<file path="src/rtl/card_dealer.sv">
// Card dealer: samples the free-running game counter on a draw request, reduces it
// mod 13 to a rank, and probes forward past exhausted ranks to deal from a finite shoe.
module card_dealer #(
    parameter int unsigned WIDTH     = 12,
    parameter int unsigned NUM_DECKS = 1
) (
    input  logic             clk_50M,
    input  logic             i_Reset,
    input  logic [WIDTH-1:0] i_Count,
    input  logic             i_Draw,
    input  logic             i_Shuffle,
    output logic [3:0]       o_Card,
    output logic [3:0]       o_Points,
    output logic             o_IsAce,
    output logic             o_Valid,
    output logic             o_Busy,
    output logic [7:0]       o_Remaining,
    output logic             o_DeckEmpty
);

    localparam int unsigned NUM_RANKS = 13;
    localparam int unsigned PER_RANK  = 4 * NUM_DECKS;
    localparam int unsigned SHOE_SIZE = 52 * NUM_DECKS;
    localparam int unsigned CW        = $clog2(PER_RANK + 1);
    localparam int unsigned RANK_W    = 4;

    localparam logic [WIDTH-1:0]  SEED_MOD  = WIDTH'(NUM_RANKS);
    localparam logic [CW-1:0]     RANK_FULL = CW'(PER_RANK);
    localparam logic [7:0]        SHOE_FULL = 8'(SHOE_SIZE);
    localparam logic [RANK_W-1:0] LAST_IDX  = RANK_W'(NUM_RANKS - 1);

    typedef enum logic [1:0] {
        IDLE,
        REDUCE,
        PROBE
    } state_t;

    state_t            state_q, state_d;
    logic [WIDTH-1:0]  seed_q, seed_d;
    logic [RANK_W-1:0] cand_q, cand_d;
    logic [CW-1:0]     used_q [NUM_RANKS];
    logic [CW-1:0]     used_d [NUM_RANKS];
    logic [7:0]        remaining_d;
    logic [3:0]        card_d, points_d;
    logic              ace_d, valid_d;

    // State, usage table and registered outputs
    always_ff @(posedge clk_50M or negedge i_Reset) begin
        if (!i_Reset) begin
            state_q     <= IDLE;
            seed_q      <= '0;
            cand_q      <= '0;
            for (int i = 0; i < NUM_RANKS; i++) used_q[i] <= '0;
            o_Remaining <= SHOE_FULL;
            o_Card      <= '0;
            o_Points    <= '0;
            o_IsAce     <= 1'b0;
            o_Valid     <= 1'b0;
        end else begin
            state_q     <= state_d;
            seed_q      <= seed_d;
            cand_q      <= cand_d;
            for (int i = 0; i < NUM_RANKS; i++) used_q[i] <= used_d[i];
            o_Remaining <= remaining_d;
            o_Card      <= card_d;
            o_Points    <= points_d;
            o_IsAce     <= ace_d;
            o_Valid     <= valid_d;
        end
    end

    // Next-state and datapath; shuffle overrides everything else
    always_comb begin
        state_d     = state_q;
        seed_d      = seed_q;
        cand_d      = cand_q;
        for (int i = 0; i < NUM_RANKS; i++) used_d[i] = used_q[i];
        remaining_d = o_Remaining;
        card_d      = o_Card;
        points_d    = o_Points;
        ace_d       = o_IsAce;
        valid_d     = 1'b0;

        if (i_Shuffle) begin
            state_d     = IDLE;
            for (int i = 0; i < NUM_RANKS; i++) used_d[i] = '0;
            remaining_d = SHOE_FULL;
            card_d      = '0;
            points_d    = '0;
            ace_d       = 1'b0;
        end else begin
            case (state_q)
                IDLE: begin
                    if (i_Draw && !o_DeckEmpty) begin
                        seed_d  = i_Count;
                        state_d = REDUCE;
                    end
                end
                REDUCE: begin
                    cand_d  = RANK_W'(seed_q % SEED_MOD);
                    state_d = PROBE;
                end
                PROBE: begin
                    if (used_q[cand_q] < RANK_FULL) begin
                        used_d[cand_q] = used_q[cand_q] + CW'(1);
                        remaining_d    = o_Remaining - 8'd1;
                        card_d         = cand_q + 4'd1;
                        points_d       = (cand_q >= 4'd9) ? 4'd10 : cand_q + 4'd1;
                        ace_d          = (cand_q == 4'd0);
                        valid_d        = 1'b1;
                        state_d        = IDLE;
                    end else begin
                        // Rank exhausted: walk to the next rank, wrapping K -> A
                        cand_d = (cand_q == LAST_IDX) ? 4'd0 : cand_q + 4'd1;
                    end
                end
                default: state_d = IDLE;
            endcase
        end
    end

    assign o_Busy      = (state_q != IDLE);
    assign o_DeckEmpty = (o_Remaining == 8'd0);

endmodule

</file>
<file path="config.mk">
export PLATFORM = sky130hd
export DESIGN_NAME = card_dealer
export DESIGN_NICKNAME = d
export VERILOG_FILES = /design/src/rtl/card_dealer.sv
export SDC_FILE = /design/constraint.sdc
export NUM_CORES = 1
export LEC_CHECK = 0
export CAP_MARGIN = 20
export CORE_ASPECT_RATIO = 0.8
export CORE_UTILIZATION = 30
export CTS_CLUSTER_SIZE = 16
export DETAILED_ROUTE_END_ITERATION = 12
export GPL_TIMING_DRIVEN = 0
export HOLD_SLACK_MARGIN = 0.12
export PLACE_DENSITY = 0.58
export SLEW_MARGIN = 0
export SYNTH_ARGS = -nofsm -noshare
export SYNTH_HDL_FRONTEND = slang
export SYNTH_SLANG_ARGS = --single-unit
export TNS_END_PERCENT = 20
</file>
<file path="constraint.sdc">
create_clock -name clk_50M -period 8.7 [get_ports clk_50M]
set_input_delay 2.175 -clock clk_50M [delete_from_list [all_inputs] [get_ports clk_50M]]
set_output_delay 2.175 -clock clk_50M [all_outputs]
set_load 0.005 [all_outputs]
</file>
* Word-level counts from Yosys, hierarchy flattened *
Cells that the tools add are included.

word-level totals
  word-level logic and storage cells = 83
  input bits = 16
  bits in registers = 75
  output and inout bits = 20

operators by class
  mux-type cells = 32
  bitwise logic cells = 2
  equality and inequality tests = 6
  div/mod/pow operators = 1
  add/sub/neg operators = 3
  $lt $le $gt $ge = 4
  reduce and logical (&&, ||, !) cells = 14

operators with widths
  operator                 count
  $mux W39                 3
  $bwmux W39               1
  $mux W4                  9
  $mux W8                  3
  $bmux W3 S4              1
  $demux W3 S4             1
  $mod A12 B4 Y12 const B  1
  $mux W3                  3
  $logic_not A8 Y1         1
  $pmux W4 S2              1
  $reduce_bool A2 Y1       4
  $sub A8 B1 Y8 const B    1
  $mux W1                  6
  $mux W2                  3
  $ne A3 B3 Y1 const B     2
  $pmux W2 S3              1
  $reduce_and A3 Y1        2
  $ge A5 B5 Y1 const B     1
  $lt A5 B1 Y1 const B     1
  $not A4 Y5               1
  $add A4 B1 Y4 const B    1
  $eq A4 B4 Y1 const B     1
  $ge A4 B4 Y1 const B     1
  $logic_not A4 Y1         1
  other kinds (10)         12

* Longest topological paths before layout *
  word-level depth = 9
  mapped depth = 26

* Worst setup path after synthesis *
Ideal clock, no wire load.

  path kind = reg2reg
  start = reg seed_q[6]
  end = reg cand_q[0]
  library setup time = 0.121 ns
  setup slack = 3.554 ns
  cell stages (with the launch flop) = 24
  required time = 8.579 ns
  arrival time = 5.025 ns
  path through = dfrtp_1 -> buf_4 -> or4b_1 -> a21oi_1 -> a211o_1 -> nor3_1 -> or3_4 -> a21oi_1 -> a22oi_1 -> a221o_1 -> and3_1 -> buf_4 -> a2bb2oi_4 -> nor3b_2 -> o21ai_2 -> and2_1 -> buf_6 -> xnor2_1 -> ha_1 -> nor2b_1 -> a31o_1 -> or3_1 -> and3b_1 -> o22a_1

on the way
  longest elaborated chain between the ends = 2

RTL lines
  what                    line  RTL
  start, declared         39    logic [WIDTH-1:0] seed_q, seed_d;
  start signal, assigned  51    seed_q <= '0;
  start signal, assigned  61    seed_q <= seed_d;
  $mod A12 B4 Y12         100   cand_d = RANK_W'(seed_q % SEED_MOD);
  $pmux W4 S2             92    case (state_q)
  end signal, assigned    62    cand_q <= cand_d;
  end, declared           40    logic [RANK_W-1:0] cand_q, cand_d;

Every way passes these cells.
A chain may end at the register's enable or synchronous reset.

* Worst setup path after layout *
  start = reg seed_q[9]
  end = reg cand_q[0]

Same word-level chain as after synthesis.

==> reports/metrics.cfg <==
[status]
status = finished clean

[drt]
via_per_inst = 5.43
vias = 5276
avgRoutedWirePerCell_um = 16.3
drt-total-wl_um = 15800
drcViolationCount = 0
drt-initial-drc-count = 523
first_pass_iters = 5
ant_nets = 0

[yosys]
synthArstFlopShare_pct = 100
syn-num-nets = 693
synth_edf_count = 0
synth_cells = 667
yosysWarningCount = 0
ys_types = 93
syn_area_per_cell_um2 = 8.44
synth_flop_cell = dfrtp_1
synth_area_um2 = 5630
seq_area_frac_synth_pct = 33.4
ys_ff_latch = 75

[cells_and_area]
final_common_cell = nand2_1
area_growth_pct = 17.5
final_layout_size_suffix_gt1_share_pct = 12.1
fillers = 1933
final_core_util_pct = 36.2
layout_common_cells = nand2_1 (88), dfrtp_1 (72), a21oi_1 (68)
diodes = 0
postLayoutCellArea_um2 = 6610
finalNetCount = 739

[timing]
setup_violations = 0
fin_crit_ns = 5.86
hold_viol = 0
period_share_pct = 67.3
rsz0062_at_grt = no
tightest_slew_ns = 0.726
relSlewSlack_pct = 51.2
holdWs_ns = 0.521
tns_ns = 0
finalMaxSlewViolations = 0
skew_ns = 0.0109
fmax_ghz = 0.171

[critical_path]
crit_path_start_kind = flip-flop
crit_arrival_ns = 6.09
critPathCaptureType = flip-flop
reg2reg_setup_slack_ns = 2.84
cp-endpoint = cand_q[0]
path_max_fanout = 10
r2r_end = cand_q[0]
path_class = flip-flop to flip-flop
crit_start = seed_q[9]
r2r.worst_path.cells = 23
r2r_start = seed_q[9]
cp.required_ns = 8.94

[placed_design]
port_buffers = 34
gp_congestion = 0.892
placed_cell_area_um2 = 6300
dp_hpwl_um = 11400

[floorplanning]
die_h_um = 125
rows = 44
die_area_um2 = 19300
ios = 36
die_x_um = 155
start_util_pct = 30.8
core_um2 = 18300

[worst_hold_path]
min_from = used_q[22]
hold_path_class = flip-flop to flip-flop

[clocking]
clock_latency_ns = 0.35
cts_hold_buf = 0
cts_root_buf = clkbuf_16
htreeDepth = 3
postCtsResizedCells = 0
cts_inserted_buffers = 9
clk_pin_slew_ns = 0.07
cts.sinks = 75
clockBufferDepth = 2
postCtsSetupRepairBufs = 0
cts_tree = yes

[global_routing]
grt_pass1_vias = 4786
grt_use_total_pct = 16.9
grt_max_degree = 40
grt_overflow = 0
antenna_found_initial = 0
grt_pass1_wl_um = 26000

[power_and_ir_drop]
ir_drop_mv = 0.151
p_per_area_nw_per_um2 = 333
p_leak_uw = 0.00248

[run]
cap_violations = 0

-- layer usage --
layer	routed length, µm	GRT usage (%)	vias to the layer above
met4	152	3.96	0
met1	8050	26.3	2551
met5	0	0	-
met3	942	2.99	16
li1	-	-	2553
met2	6630	23.7	156
-- final cells by class --
cell class	count	area (µm²)	share of cell area (%)
multi-input combinational	522	3420	51.8
sequential	75	1880	28.4
timing repair buffer	35	358	5.41
clock inverter	7	83.8	1.27
buffer	55	268	4.05
clock buffer	9	225	3.41
inverter	15	56.3	0.851
tap	253	317	4.79
-- Yosys cell counts (4+ instances only) --
cell type | count | share of area [%]
o22ai_1 | 5 | 0.56
o211ai_1 | 5 | 0.67
mux2i_1 | 6 | 1.1
nand2b_1 | 6 | 0.67
buf_1 | 6 | 0.40
clkbuf_1 | 27 | 1.8
a31oi_1 | 5 | 0.56
nand3b_1 | 4 | 0.53
a311oi_1 | 5 | 0.78
nand4_1 | 5 | 0.56
mux4_2 | 9 | 3.6
nor2b_1 | 14 | 1.6
and2_1 | 5 | 0.56
a21oi_1 | 68 | 6.0
buf_4 | 6 | 0.80
xnor2_1 | 11 | 1.7
nor3b_1 | 8 | 1.1
nor2_1 | 34 | 2.3
and3_1 | 10 | 1.1
a22oi_1 | 8 | 1.1
nor4_1 | 5 | 0.56
o22a_1 | 4 | 0.62
nand3_1 | 48 | 4.3
or2_2 | 8 | 0.89
mux2_2 | 5 | 1.0
o21ai_0 | 25 | 2.2
dfrtp_1 | 72 | 32
nand2_1 | 88 | 5.9
buf_2 | 13 | 1.2
or3_1 | 4 | 0.44
nor3_1 | 22 | 2.0
a211oi_1 | 8 | 1.1
ha_1 | 10 | 2.2
inv_1 | 14 | 0.93
-- critical path, stage by stage (launching register included) --
cell      delay (ns)
dfrtp_1         0.46
buf_2           0.23
buf_4           0.19
buf_4           0.18
and3_1          0.17
o211a_1         0.22
a311oi_1        0.19
a31oi_1         0.14
o31ai_1         0.61
a211oi_1        0.11
o211ai_1        0.22
nand3_1         0.33
o21ai_1         0.28
a21oi_1         0.09
nor3_1          0.55
and2_1          0.23
buf_6           0.12
xnor2_1         0.10
ha_1            0.25
nor2b_1         0.17
a31o_1          0.21
or3_1           0.34
and3b_1         0.17
o22a_1          0.18
-- where the power goes --
group          switching (µW)  internal, µW
clock                     167           227
sequential               30.4           372
combinational             829           579
total                    1030          1180
-- sequential cells by signal, indices dropped and copies added, names as in the netlist --
register / flops
o_Card: 4
o_Remaining: 8
used_q: 39
seed_q: 12
o_Points: 4
cand_q: 4
o_Valid: 1
o_IsAce: 1
state_q: 2
-- per-stage QoR --
stage | std cells | worst slack, ns | total power [µW]
3_3_place_gp | 954 | 2.47 | 1790
5_1_grt | 971 | 2.26 | 2360
2_1_floorplan | 667 | 3.55 | 1500
6_report | 971 | 2.84 | 2200
3_5_place_dp | 955 | 2.88 | 1790
4_1_cts | 971 | 2.87 | 2200
-- how the worst min path moves through the flow --
stage,endpoint,depth (start not counted)
2_1_floorplan,o_Remaining[2],2
3_3_place_gp,o_Card[0],2
3_5_place_dp,o_Card[0],2
4_1_cts,used_q[29],2
5_1_grt,used_q[22],2
6_report,used_q[22],2
-- kinds of logic after synthesis --
kind of cell    after synthesis  synth area share (%)
compound gates              190                  23.8
flops                        75                  33.4
mux                          21                  5.87
fa+ha+maj                    10                  2.22
buf+inv                      70                  5.76
simple gates                287                  26.8
xor+xnor                     14                  2.18
Power figures use the tool's default switching activity.
==> RTL edit, RTL diff (config.mk and constraints unchanged) <==
Encoding of `state_t`: now one-hot (3 bits for 3 states).
--- a/src/rtl/card_dealer.sv
+++ b/src/rtl/card_dealer.sv
@@ -30,8 +30,8 @@
     localparam logic [RANK_W-1:0] LAST_IDX  = RANK_W'(NUM_RANKS - 1);
 
-    typedef enum logic [1:0] {
-        IDLE,
-        REDUCE,
-        PROBE
+    typedef enum logic [2:0] {
+        IDLE   = 3'b001,
+        REDUCE = 3'b010,
+        PROBE  = 3'b100
     } state_t;
 
Function: no difference found for any inputs over 4 cycles, from zero or initial values and one cycle with i_Reset low; so few cycles prove little.
==> RTL edit against the original RTL <==
Synthesized area shrank 1.3%; critical endpoint is now cand_q[1]$_DFFE_PN0P_; worst setup slack lost 0.42 ns; global-route usage grew 0.58 points; wire length grew 1.5%; synthesized cell count shrank 0.90%; final cell count shrank 2.9%; total power grew 15%; sequential cell count grew 1; via count grew 0.80%; critical path type unchanged; design area shrank 1.5%; highest routed layer unchanged.
==> RTL edit: results (changes against the original RTL) <==
| Metric | Value |
|---|---|
| GRT Total Usage | 0.175 (was 0.169) |
| Minimum hold slack | 0.521 ns (about the same) |
| Portion of the post-synthesis area used by sequential elements | 0.343 (was 0.334) |
| Remaining antenna violation count after routing | 0 (unchanged) |
| DRT met1 WL | 8030 um (was 8050 um) |
| Port buffer count | 35 (was 34) |
| Worst max-slew margin expressed relative to the limit | 0.235 (was 0.512) |
| Crit-path leading delay family | compound AO/OA/AOI/OAI gates (unchanged) |
| First-iteration detailed-routing DRC count | 508 (was 523) |
| Fraction of power spent switching nets | 0.501 (was 0.466) |
| Routed vias | 5318 (was 5276) |
| Layout cells sized above 1 | 0.123 (was 0.121) |
| Fraction of power consumed by combinational cells | 0.687 (was 0.638) |
| Mean instance size in the synthesized netlist | 8.40 um^2 (was 8.44 um^2) |
| Startpoint of the lowest-slack hold path | used_q[30]$_DFFE_PN0P_ (was used_q[22]$_DFFE_PN0P_) |
| DR vias/cell | 5.64 (was 5.43) |
| Cell area power density | 389 nW/um^2 (was 333 nW/um^2) |
| Delay of the slowest cell on the worst path | 0.66 ns (was 0.61 ns) |
| Global routing met2 resource utilization | 0.245 (was 0.237) |
| P_leak | 2.44 nW (was 2.48 nW) |
| Total cell area at the placement stage | 6210 um^2 (was 6300 um^2) |
| Synthesized netlist net count | 686 (was 693) |
| Routed wire length | 16000 um (was 15800 um) |
| Placement-stage worst setup slack | 2.63 ns (was 2.88 ns) |
| Relative contribution of sequential cells to total power | 0.157 (was 0.183) |
| Ranking of synthesized cells by instance count | sky130_fd_sc_hd__nand2_1 (80), sky130_fd_sc_hd__dfrtp_1 (72), sky130_fd_sc_hd__a21oi_1 (61) (was sky130_fd_sc_hd__nand2_1 (88), sky130_fd_sc_hd__dfrtp_1 (72), sky130_fd_sc_hd__a21oi_1 (68)) |
| Yosys cell types | 86 (was 93) |
| Skew final | 0.0112 ns (was 0.0109 ns) |
| Depth of the most critical reg-to-reg path | 25 (was 23) |
| Clock buffer count from CTS | 9 (unchanged) |
| Class of the most critical hold timing path | reg -> reg (unchanged) |
| Worst setup path end | cand_q[1]$_DFFE_PN0P_ (was cand_q[0]$_DFFE_PN0P_) |
| Global-route wire length before repair | 26100 um (was 26000 um) |
| Post-DP HPWL | 11500 um (was 11400 um) |
| Status | finished, final reports clean (unchanged) |
| Peak supply drop | 0.000198 V (was 0.000151 V) |
| Number of global-route vias before repair | 4875 (was 4786) |
| Worst path slowest cell | sky130_fd_sc_hd__a221oi_2 (was sky130_fd_sc_hd__o31ai_1) |
| Synthesis warning total | 0 (unchanged) |
| Met3 layer usage reported by global route | 0.0358 (was 0.0299) |
| Time the final worst path needs with I/O delays and setup | 6.28 ns (was 5.86 ns) |
| Amount of wire on met3 after detailed routing | 925 um (was 942 um) |
| Number of inserted filler cells in the final layout | 1851 (was 1933) |
| Global placement routability congestion | 0.884 (was 0.892) |
| Number of placed instances with taps included | 927 (was 955) |
| Met1 track utilization from global routing | 0.259 (was 0.263) |
| Worst Hold Path EP | used_q[30]$_DFFE_PN0P_ (was used_q[22]$_DFFE_PN0P_) |
| Nets | 733 (was 739) |
RTL edit: changes by cell type after synthesis, sizes merged, moves of 8 or more:
cell	delta
clkbuf	+12
nor2b	-11
and3	-8
buf	-9
nor2	+13
nand2	-9
RTL edit: cell families (layout without fill, tap and decap cells):
kind of cell             Yosys count  in the layout  share of synthesized area
buffers and inverters             72            124                     0.0595
AND/OR/NAND/NOR                  264            264                      0.240
multiplexers                      26             26                     0.0687
XOR/XNOR                          17             17                     0.0268
AO/OA/AOI/OAI                    197            197                      0.241
flip-flops                        76             76                      0.343
adder cells (fa/ha/maj)            9              9                     0.0203
RTL edit: layout make-up:
class,instances,area [um^2],share of cell area
Buffer,58,278,0.0426
Timing Repair Buffer,36,368,0.0565
Inverter,14,52.6,0.00806
Sequential cell,76,1910,0.293
Multi-Input combinational cell,513,3320,0.509
Clock inverter,7,80.1,0.0123
Tap cell,230,288,0.0442
Clock buffer,9,225,0.0346
